### config.mk
export PLATFORM = sky130hd
export DESIGN_NAME = muldiv_unit
export DESIGN_NICKNAME = d
export VERILOG_FILES = /design/src/rtl/muldiv_unit.sv
export SDC_FILE = /design/constraint.sdc
export NUM_CORES = 1
export LEC_CHECK = 0
export ABC_AREA = 1
export CAP_MARGIN = 20
export CELL_PAD_IN_SITES_DETAIL_PLACEMENT = 0
export CELL_PAD_IN_SITES_GLOBAL_PLACEMENT = 1
export CORE_MARGIN = 5
export CORE_UTILIZATION = 39
export CTS_BUF_LIST = sky130_fd_sc_hd__clkbuf_4 sky130_fd_sc_hd__clkbuf_8 sky130_fd_sc_hd__clkbuf_16
export CTS_CLUSTER_DIAMETER = 30
export DETAILED_ROUTE_END_ITERATION = 7
export PLACE_DENSITY = 0.81
export REMOVE_ABC_BUFFERS = 1
export SLEW_MARGIN = 20
export SYNTH_ARGS = -nofsm -noshare
export SYNTH_HDL_FRONTEND = slang
export SYNTH_SLANG_ARGS = --single-unit
### constraint.sdc
create_clock -name clk -period 3.6 [get_ports clk]
set_input_delay 0.72 -clock clk [delete_from_list [all_inputs] [get_ports clk]]
set_output_delay 0.72 -clock clk [all_outputs]
set_load 0.1 [all_outputs]
### src/rtl/muldiv_unit.sv
// Multi-cycle RV32M multiply/divide unit: shift-add multiplier, restoring divider.
// Define MULDIV_FAST_MUL_EN to replace the iterative multiplier with a single-cycle multiply.
module muldiv_unit #(
    parameter int XLEN = 32
) (
    input  logic            clk,
    input  logic            reset_n,
    input  logic            start,
    input  logic [2:0]      op,
    input  logic [XLEN-1:0] a,
    input  logic [XLEN-1:0] b,
    input  logic            flush,
    output logic            busy,
    output logic            done,
    output logic [XLEN-1:0] result
);

    localparam int CW = $clog2(XLEN) + 1;

    typedef enum logic [1:0] {
        S_IDLE = 2'd0,
        S_MUL  = 2'd1,
        S_DIV  = 2'd2,
        S_DONE = 2'd3
    } state_t;

    state_t             state_q;
    logic [CW-1:0]      cnt_q;
    logic [2*XLEN-1:0]  prod_q;
    logic [XLEN-1:0]    opnd_q;
    logic [1:0]         op_q;
    logic               neg_q;
    logic               rneg_q;
    logic               busy_q;
    logic               done_q;
    logic [XLEN-1:0]    result_q;

    logic               a_sgn, b_sgn, a_neg, b_neg;
    logic [XLEN-1:0]    a_mag, b_mag;
    logic               b_zero, div_ovf, special;
    logic [XLEN-1:0]    spec_res;

    always_comb begin
        a_sgn    = op[2] ? ~op[0] : (op[1] ^ op[0]);
        b_sgn    = op[2] ? ~op[0] : (op[1:0] == 2'b01);
        a_neg    = a_sgn & a[XLEN-1];
        b_neg    = b_sgn & b[XLEN-1];
        a_mag    = a_neg ? -a : a;
        b_mag    = b_neg ? -b : b;
        b_zero   = (b == '0);
        div_ovf  = ~op[0] & (a == {1'b1, {(XLEN-1){1'b0}}}) & (&b);
        special  = op[2] & (b_zero | div_ovf);
        if (b_zero) begin
            spec_res = op[1] ? a : '1;
        end else begin
            spec_res = op[1] ? '0 : a;
        end
    end

    // Divide step: prod_q holds {remainder, dividend/quotient}, opnd_q the divisor magnitude.
    logic [XLEN:0]      div_shift, div_diff;
    logic               div_ge;
    logic [2*XLEN-1:0]  div_next;
    logic [XLEN-1:0]    quo, rem, div_res;
    logic [2*XLEN-1:0]  mul_full;
    logic [XLEN-1:0]    mul_res;

    always_comb begin
        div_shift = prod_q[2*XLEN-1:XLEN-1];
        div_diff  = div_shift - {1'b0, opnd_q};
        div_ge    = ~div_diff[XLEN];
        div_next  = {(div_ge ? div_diff[XLEN-1:0] : div_shift[XLEN-1:0]),
                     prod_q[XLEN-2:0], div_ge};
        quo       = div_next[XLEN-1:0];
        rem       = div_next[2*XLEN-1:XLEN];
        if (op_q[1]) begin
            div_res = rneg_q ? -rem : rem;
        end else begin
            div_res = neg_q ? -quo : quo;
        end
    end

`ifdef MULDIV_FAST_MUL_EN
    // Operands are captured raw; signedness is re-derived from the stored funct3.
    logic                   a_sgn_q, b_sgn_q;
    logic signed [2*XLEN+1:0] fast_a, fast_b, fast_p;

    always_comb begin
        a_sgn_q  = op_q[1] ^ op_q[0];
        b_sgn_q  = (op_q == 2'b01);
        fast_a   = {{(XLEN+2){a_sgn_q & opnd_q[XLEN-1]}}, opnd_q};
        fast_b   = {{(XLEN+2){b_sgn_q & prod_q[XLEN-1]}}, prod_q[XLEN-1:0]};
        fast_p   = fast_a * fast_b;
        mul_full = fast_p[2*XLEN-1:0];
        mul_res  = (op_q == 2'b00) ? mul_full[XLEN-1:0] : mul_full[2*XLEN-1:XLEN];
    end
`else
    // Multiply step: low half of prod_q is the shifting multiplier, high half the partial sum.
    logic [XLEN:0]      mul_sum;
    logic [2*XLEN-1:0]  mul_next;

    always_comb begin
        mul_sum  = {1'b0, prod_q[2*XLEN-1:XLEN]} + (prod_q[0] ? {1'b0, opnd_q} : '0);
        mul_next = {mul_sum, prod_q[XLEN-1:1]};
        mul_full = neg_q ? -mul_next : mul_next;
        mul_res  = (op_q == 2'b00) ? mul_full[XLEN-1:0] : mul_full[2*XLEN-1:XLEN];
    end
`endif

    always_ff @(posedge clk or negedge reset_n) begin
        if (!reset_n) begin
            state_q  <= S_IDLE;
            cnt_q    <= '0;
            prod_q   <= '0;
            opnd_q   <= '0;
            op_q     <= '0;
            neg_q    <= 1'b0;
            rneg_q   <= 1'b0;
            busy_q   <= 1'b0;
            done_q   <= 1'b0;
            result_q <= '0;
        end else if (flush) begin
            state_q <= S_IDLE;
            busy_q  <= 1'b0;
            done_q  <= 1'b0;
        end else begin
            case (state_q)
                S_IDLE: begin
                    if (start) begin
                        op_q <= op[1:0];
                        if (special) begin
                            result_q <= spec_res;
                            done_q   <= 1'b1;
                            state_q  <= S_DONE;
                        end else if (op[2]) begin
                            opnd_q  <= b_mag;
                            prod_q  <= {{XLEN{1'b0}}, a_mag};
                            neg_q   <= a_neg ^ b_neg;
                            rneg_q  <= a_neg;
                            cnt_q   <= CW'(XLEN);
                            busy_q  <= 1'b1;
                            state_q <= S_DIV;
                        end else begin
`ifdef MULDIV_FAST_MUL_EN
                            opnd_q  <= a;
                            prod_q  <= {{XLEN{1'b0}}, b};
`else
                            opnd_q  <= a_mag;
                            prod_q  <= {{XLEN{1'b0}}, b_mag};
                            neg_q   <= a_neg ^ b_neg;
`endif
                            cnt_q   <= CW'(XLEN);
                            busy_q  <= 1'b1;
                            state_q <= S_MUL;
                        end
                    end
                end
                S_MUL: begin
`ifdef MULDIV_FAST_MUL_EN
                    result_q <= mul_res;
                    busy_q   <= 1'b0;
                    done_q   <= 1'b1;
                    state_q  <= S_DONE;
`else
                    prod_q <= mul_next;
                    cnt_q  <= cnt_q - CW'(1);
                    if (cnt_q == CW'(1)) begin
                        result_q <= mul_res;
                        busy_q   <= 1'b0;
                        done_q   <= 1'b1;
                        state_q  <= S_DONE;
                    end
`endif
                end
                S_DIV: begin
                    prod_q <= div_next;
                    cnt_q  <= cnt_q - CW'(1);
                    if (cnt_q == CW'(1)) begin
                        result_q <= div_res;
                        busy_q   <= 1'b0;
                        done_q   <= 1'b1;
                        state_q  <= S_DONE;
                    end
                end
                S_DONE: begin
                    done_q  <= 1'b0;
                    state_q <= S_IDLE;
                end
                default: state_q <= S_IDLE;
            endcase
        end
    end

    assign busy   = busy_q;
    assign done   = done_q;
    assign result = result_q;

endmodule
=== Word level (Yosys, flattened, before mapping) ===
Index checks and enable logic that the tools add are counted.
Widths: inputs -> output; s select.

* Word-level logic and storage cells: 105
* Bits in registers: 142

* Bitwise logic cells: 12
* $add $sub $neg: 8
* Reductions and logical operators: 17
* Eq/ne operators: 15
* Multiplexer cells: 43

{| class="wikitable"
|+ Operator list
! cell !! count
|-
| $mux 32 || 17
|-
| $mux 64 || 3
|-
| $pmux 64 s3 || 1
|-
| $neg 32->32 || 4
|-
| $pmux 32 s3 || 1
|-
| $neg 64->64 || 1
|-
| $add 32x32->33 || 1
|-
| $sub 33x32->33 || 1
|-
| $eq 32x32->1 const B || 1
|-
| $logic_not 32->1 || 1
|-
| $reduce_and 32->1 || 1
|-
| $reduce_and 4->1 || 4
|-
| $mux 6 || 2
|-
| $pmux 6 s2 || 1
|-
| $mux 1 || 10
|-
| $mux 2 || 5
|-
| $ne 2x2->1 const B || 5
|-
| $ne 3x3->1 const B || 3
|-
| $eq 6x1->1 const B || 1
|-
| $pmux 2 s3 || 1
|-
| $reduce_and 3->1 || 2
|-
| $reduce_and 6->1 || 1
|-
| $reduce_bool 3->1 || 2
|-
| $sub 6x1->6 const B || 1
|-
| 14 further kinds || 25
|}

=== Longest topological paths before layout ===
Gate-level depths: netlist of run 1.

* Depth in word-level cells: 9
* Depth in mapped cells: 30
* Mapped depth without buffers: 29

=== Least setup slack after synthesis of run 1 ===
No wires, ideal clock.

* Path type: register -> register
* Start: register prod_q[31]
* End: register result_q[30] (netlist: result[30])
* Slack: 0.006 ns
* Stages on the path, launching flop included: 26
* Buffers on the path: 3
* Data arrival time: 3.474 ns
* Period minus slack after synthesis: 3.594 ns
* Setup time: 0.120 ns
* Data required time: 3.480 ns
* Cells stage by stage: dfrtp_1 inv_1 ha_1 fa_1 inv_1 nand2_1 nand2_1 nand3_1 nand2_2 nand2_2 nand2_4 nand2_2 nand3_2 nand2_4 buf_6 buf_4 ha_1 nor2_1 inv_1 clkbuf_1 a211oi_1 nor2_1 nand2_1 nand2_1 nand2_1 nand2_1

* Longest elaborated chain between the ends: 7
* Elaborated cells on any way between the ends: 14
* Those cells by class: 4 x add/sub; 9 x mux; 1 x bitwise

{| class="wikitable"
|+ RTL lines
! element !! RTL line !! text
|-
| start, declared || 29 || <nowiki>logic [2*XLEN-1:0] prod_q;</nowiki>
|-
| start signal, assigned || 137 || <nowiki>prod_q <= {{XLEN{1'b0}}, a_mag};</nowiki>
|-
| start signal, assigned || 149 || <nowiki>prod_q <= {{XLEN{1'b0}}, b_mag};</nowiki>
|-
| start signal, assigned || 165 || <nowiki>prod_q <= mul_next;</nowiki>
|-
| $sub 33x32->33 || 70 || <nowiki>div_diff = div_shift - {1'b0, opnd_q};</nowiki>
|-
| $mux 32 or $not 1->1 (tied branches) || 72, 71 ||
|-
| $neg 32->32, on equally long branches || 77, 79 ||
|-
| $mux 32, on equally long branches || 77, 79 ||
|-
| $mux 32 || 76 || <nowiki>if (op_q[1]) begin</nowiki>
|-
| $mux 32 || 178 || <nowiki>if (cnt_q == CW'(1)) begin</nowiki>
|-
| $pmux 32 s3 * || 127 || <nowiki>case (state_q)</nowiki>
|-
| end signal, assigned || 132 || <nowiki>result_q <= spec_res;</nowiki>
|-
| end signal, assigned || 168 || <nowiki>result_q <= mul_res;</nowiki>
|-
| end signal, assigned || 179 || <nowiki>result_q <= div_res;</nowiki>
|-
| end, declared || 36 || <nowiki>logic [XLEN-1:0] result_q;</nowiki>
|}

Mark *: on every way between the ends. The rest lies on a longest branch, timed or not. The select of a mux whose other input is x is not followed.
A chain may end at the register's enable or synchronous reset.

=== Worst setup path in the final report of run 1 ===
* Start: register prod_q[0]
* End: register result_q[29] (netlist: result[29])

* Longest elaborated chain between the ends: 7
* Elaborated cells on any way between the ends: 11
* Those cells by class: 3 x add/sub; 8 x mux

{| class="wikitable"
|+ RTL lines
! element !! RTL line !! text
|-
| $mux 32 || 103 || <nowiki>mul_sum = {1'b0, prod_q[2*XLEN-1:XLEN]} + (prod_q[0] ? {1'b0, opnd_q} : '0);</nowiki>
|-
| $add 32x32->33 || 103 ||
|-
| $neg 64->64 || 105 || <nowiki>mul_full = neg_q ? -mul_next : mul_next;</nowiki>
|-
| $mux 64 || 105 ||
|-
| $mux 32 || 106 || <nowiki>mul_res = (op_q == 2'b00) ? mul_full[XLEN-1:0] : mul_full[2*XLEN-1:XLEN];</nowiki>
|-
| $mux 32 || 167 || <nowiki>if (cnt_q == CW'(1)) begin</nowiki>
|-
| $pmux 32 s3 * || 127 ||
|}

Marked as above.

==> results of run 1 <==
## critical path, cell delays in order, from the launching register on
cell and delay, ns:
dfrtp_2 0.47, buf_12 0.17, nand2_2 0.05, inv_2 0.04
ha_4 0.16, fa_2 0.37, nand2_2 0.11, o21ai_4 0.09
nand2_1 0.09, nand2_2 0.10, nand2_2 0.08, nand2_2 0.07
or2_1 0.23, nand2_2 0.12, nand2_2 0.10, nor2_4 0.11
nand2_4 0.09, buf_4 0.14, buf_4 0.13, nor2_1 0.10
nand3_1 0.09, nand3_1 0.09, nand3_2 0.12, a21oi_2 0.16
nand2_1 0.09, nand2_1 0.06, nand2_1 0.04
## final cells by class
class,count,area [um2],share of cell area
clock buffers,19,452.9,0.01668
clock inverters,13,153.9,0.005666
inverters,396,1495,0.05505
multi-input cells,2525,14640,0.5389
flip-flops and latches,142,3562,0.1312
well taps,615,769.5,0.02833
repair buffers,729,6090,0.2242
## cell usage in the layout (no fill, tap or decap), types with 31 or more instances in the layout
master and n:
inv_2 33, o21ai_1 34, o21ai_0 239, ha_4 31
inv_1 356, nand4_1 38, a21oi_2 43, nand2_2 84
nor2_1 256, nand3_1 186, nand2_1 831, clkdlybuf4s50_1 95
a21oi_1 159, o211ai_1 47, buf_4 591, dfrtp_1 135
nor2_2 45, nor3_1 45, ha_1 45, xor2_1 66
o22ai_1 72
## path summary, 6_finish.rpt
check                      slack (ns)             startpoint                endpoint
setup / recovery                0.009  prod_q[0]$_DFFE_PN0P_  result[29]$_DFFE_PN0P_
hold / removal                   0.28                reset_n  result[24]$_DFFE_PN0P_
setup reg to reg                0.009  prod_q[0]$_DFFE_PN0P_  result[29]$_DFFE_PN0P_
hold reg to reg                  0.48  result[8]$_DFFE_PN0P_   result[8]$_DFFE_PN0P_
max in group asynchronous        2.48                reset_n   prod_q[0]$_DFFE_PN0P_
min in group clk                 0.48  result[8]$_DFFE_PN0P_   result[8]$_DFFE_PN0P_
## flip-flops by register name (all words and copies together), names as in the netlist
| name | flops |
|---|---|
| prod_q | 64 |
| opnd_q | 32 |
| result | 32 |
| cnt_q | 6 |
| op_q | 2 |
| state_q | 2 |
| busy | 1 |
| done | 1 |
| neg_q | 1 |
| rneg_q | 1 |
## metrics by stage
| step | cells | power [W] | setup WS, ns | area [um2] | hold slack, ns |
|---|---|---|---|---|---|
| CTS | 4400 | 0.02024 | -0.01622 | 25360 | 0.3508 |
| global placement | 4351 | 0.01790 | -1.038 | 24330 | 0.4660 |
| finish | 4439 | 0.02196 | 0.008530 | 27160 | 0.2791 |
| global route | 4439 | 0.02313 | -0.2139 | 27160 | 0.3384 |
| floorplan | 3063 | 0.01096 | -1.713 | 18040 | 0.4244 |
| detailed placement | 4351 | 0.01795 | -0.9730 | 24330 | 0.4695 |
## report_power, final
group | switching (W) | internal (W) | total [W]
clock network | 0.000884 | 0.00107 | 0.00196
registers | 0.000698 | 0.00221 | 0.00291
logic | 0.0109 | 0.00617 | 0.0171
## logic make-up (layout without fill, tap and decap cells)
kind of cell,Yosys count,in the layout,share of synthesized area
compound gates,713,713,0.2210
xor+xnor,105,105,0.04985
fa+ha+maj,80,80,0.05462
buf+inv,527,1157,0.1098
flops,142,142,0.1910
mux,1,1,0.0005382
simple gates,1626,1626,0.3731
## per-layer routing
metal,up-vias,global-route usage,wire length (um)
li1,11808,-,-
met1,11923,0.4910,41960
met2,1342,0.5628,43700
met3,254,0.05180,8604
met4,2,0.1694,6131
met5,-,0,13
## timing repair
action                     4_1_cts  5_1_grt
setup endpoints to repair       40       55
hold endpoints to repair         0        0
setup buffers                   17       35
hold buffers                     0        0
gates cloned                     0        5
pin swaps                       22       93
resized for setup               84      339
==> out/results.ini, run 1 <==
[run_status]
status = finished, final reports clean

[job]
max-cap-violations = 0

[sta]
rsz0062_at_grt = true
slew_viol_final = 0
fmax_ghz = 0.2784
fin_tns_setup_ns = 0
fin_skew_ns = 0.01209
finalCritPeriodShare = 0.9976
finalSetupViolations = 0
finalCriticalPeriod_ns = 3.591
hold_violations = 0
maxSlewHeadroom = 0.3247
worst_pin_slew_ns = 1.010

[grt]
grt_pass1_vias = 23833
grt.total_usage = 0.3597
grt_overflow = 0
antenna_found_initial = 4
grt_pass1_wl_um = 145300
grt_max_degree = 80

[synthesis]
synthCells = 3194
yosys-top-cells-count = 909 x nand2_1, 384 x inv_1, 312 x nor2_1, 264 x o21ai_0, 214 x nand3_1
synth_top_cell_by_area = dfrtp_1
ys_top_cells_by_area = dfrtp_1 19%, nand2_1 18%, inv_1 7.7%, o21ai_0 7.1%, nor2_1 6.3%
ys_seq_area_frac = 0.1910
yosysMostFrequentCell = nand2_1
yosysTopAreaCellShare = 0.1910
synth_top_flop_cell = dfrtp_1
ys_async_sr_fraction = 1.000
synth_area_mm2 = 0.01860
postSynthAreaPerCell_um2 = 5.824
ys_ff_latch = 142
synth_edf_count = 0
synthDistinctLibCells = 63
ys_warn_count = 0

[clocking]
clkLatencyLatePin_ns = 0.48
cts.htree.levels = 4
tritoncts = yes
clockRootBuffer = clkbuf_16
clock-sinks = 142
clk_pin_slew_ns = 0.07
clockBufferDepth = 2
cts_buffers = 17

[floorplan]
row_count = 80
io_pins = 105
die_area_mm2 = 0.05216
start_util = 0.3920
die_height_um = 228.4
die_width_um = 228.4
coreArea_mm2 = 0.04745

[pwr]
vdd_drop_max_mv = 0.5899
power_density_mw_per_mm2 = 808.6
p_leak_nw = 13.46

[worst_setup_path]
arrival_ns = 3.96
crit_type = reg2reg
r2r_cells = 26
endpoint_kind = flip-flop
worstSetupStartpointType = flip-flop
worstPathRequired_ns = 3.97
worstPathMaxFanout = 6

[finish]
syn2layout_area_growth_pct = 46.02
drive_gt1_frac = 0.2777
fillers = 4758
postLayoutCoreUtil = 0.5724
nNetsFinal = 3962
antenna_cells = 0

[route]
drc_errors = 0
ant_nets = 0
num_vias = 25329
drt_first_pass_iters = 6
wl_per_cell_um = 22.62
routed_via_density = 5.706
drt-total-wl_um = 100400
drt-initial-drc-count = 2907

[placed_design]
place_hpwl_um = 79400
routabilityCongestion = 1.019
port_buffers = 104

[hold_path]
min_path_type = in2async

Power figures use the tool's default switching activity.
==> inputs of run 2 (changes only) <==
- CORE_MARGIN: 5 -> not set
- CTS_CLUSTER_SIZE: not set -> 20
==> out/results.ini, run 2 (synthesis results as in run 1) <==
[pwr]
vdd_drop_max_mv = 0.6208
power_density_mw_per_mm2 = 803.3
p_leak_nw = 13.62
finalPower_w = 0.02200

[grt]
grt_max_degree = 80
grt_pass1_vias = 23233
use_met1 = 0.5399
grt_pass1_wl_um = 141000
use_met2 = 0.5788
grt-busiest-layer = met2
grtUsageMet3 = 0.05842
grt.total_usage = 0.3918
grt_overflow = 0
antenna_found_initial = 2

[placed_design]
routabilityCongestion = 1.008
port_buffers = 104
place_ws_ns = -0.7467
place_hpwl_um = 76330
post-place-cells = 4338

[worst_setup_path]
worstPathMaxFanout = 7
crit_type = reg2reg
setup.worst_path.end = result[28]$_DFFE_PN0P_
worstPathRequired_ns = 3.97
worstSetupStartpointType = flip-flop
rrSetupSlack_ns = -0.14
crit_path_top_delay_cell = dfrtp_1
r2r-end = result[28]$_DFFE_PN0P_
arrival_ns = 4.10
r2r_cells = 28
reg2reg_from = prod_q[31]$_DFFE_PN0P_
startpoint = prod_q[31]$_DFFE_PN0P_
endpoint_kind = flip-flop
critPathMaxStageDelay_ns = 0.39
cpMostUsedCell = nand2_1

[floorplan]
row_count = 79
io_pins = 105
start_util = 0.3978
die_area_mm2 = 0.04857
die_width_um = 220.4
die_height_um = 220.4
coreArea_mm2 = 0.04675

[finish]
syn2layout_area_growth_pct = 47.22
final_cell_mix = 792 x nand2_1, 599 x buf_4, 351 x inv_1, 258 x nor2_1, 237 x o21ai_0
largest_reg_flops = 64
final_common_cell = nand2_1
fin_cells = 4445
nNetsFinal = 3976
top_register = prod_q
antenna_cells = 0
drive_gt1_frac = 0.2900

[route]
wl_per_cell_um = 21.89
num_vias = 25299
drt-initial-drc-count = 2936
drt_first_pass_iters = 6
routed_via_density = 5.692
drt-total-wl_um = 97290
ant_nets = 0
drc_errors = 0

[job]
max-cap-violations = 0

[sta]
finalCritPeriodShare = 1.038
fmax_ghz = 0.2677
maxSlewHeadroom = 0.3223
hold_violations = 0
whs_ns = 0.2056
finalSetupViolations = 17
fin_skew_ns = 0.01901
fin_tns_setup_ns = -1.177
finalCriticalPeriod_ns = 3.736
worst_pin_slew_ns = 1.013
layout_setup_ws_ns = -0.1355
rsz0062_at_grt = true
slew_viol_final = 0

[clocking]
cts.htree.levels = 4
cts_buffers = 17
clkLatencyLatePin_ns = 0.48
clockRootBuffer = clkbuf_16
clockBufferDepth = 2
tritoncts = yes
clock-sinks = 142
cts_hold_buf = 0
clk_pin_slew_ns = 0.08

[hold_path]
min_path_type = in2async

[run_status]
status = finished with violations
violations = negative setup slack

==> run 2: per-stage QoR <==
| stage | cell area (um2) | util |
|---|---|---|
| after floorplan | 18040 | - |
| after global routing | 27380 | 0.5857 |
| final | 27380 | 0.5857 |
| after CTS | 25980 | 0.5557 |
| after detailed placement | 24280 | 0.5193 |
| after global placement | 24280 | 0.5193 |
==> run 2: worst min-delay path by stage <==
stage / startpoint / depth (start not counted) / slack (ns) / endpoint
floorplan: reset_n / 0 / 0.42 / busy$_DFFE_PN0P_
global placement: result[27]$_DFFE_PN0P_ / 2 / 0.46 / result[27]$_DFFE_PN0P_
detailed placement: result[28]$_DFFE_PN0P_ / 2 / 0.47 / result[28]$_DFFE_PN0P_
CTS: reset_n / 1 / 0.20 / result[1]$_DFFE_PN0P_
global route: reset_n / 1 / 0.23 / result[7]$_DFFE_PN0P_
finish: reset_n / 1 / 0.21 / result[1]$_DFFE_PN0P_
==> run 2: worst max-delay path: cells and delay by family, from the launching register on <==
family | cells | cell delay [ns]
AO/OA/AOI/OAI | 1 | 0.18
adder cells (fa/ha/maj) | 3 | 0.74
buffers and inverters | 4 | 0.46
flip-flops | 1 | 0.39
AND/OR/NAND/NOR | 20 | 1.84
==> run 2: timing repair <==
| item | 4_1_cts | 5_1_grt |
|---|---|---|
| pin swaps | 55 | 107 |
| gates cloned | 2 | 2 |
| resized for setup | 193 | 294 |
| buffers inserted | 40 | 31 |
| setup endpoints to repair | 37 | 74 |
==> run 2: area by class of cell <==
cell class / instances / area [um2]
fillers: 4571 / 19370
multi-input cells: 2526 / 14790
clock inverters: 14 / 150.1
well taps: 607 / 759.5
flip-flops and latches: 142 / 3565
inverters: 396 / 1489
clock buffers: 18 / 432.9
repair buffers: 742 / 6196
==> run 2: layer usage <==
layer / part of all wire / wire, um / up-vias
met2: 0.43 / 41560 / 1258
li1: - / - / 11862
met3: 0.083 / 8049 / 227
met1: 0.43 / 41660 / 11952
met4: 0.062 / 6024 / 0
met5: 0 / 0 / -
==> run 2: power breakdown <==
part	total, W	switching (W)	internal [W]
registers	0.00285	0.000638	0.00221
logic	0.0172	0.0110	0.00627
clock network	0.00191	0.000920	0.000989
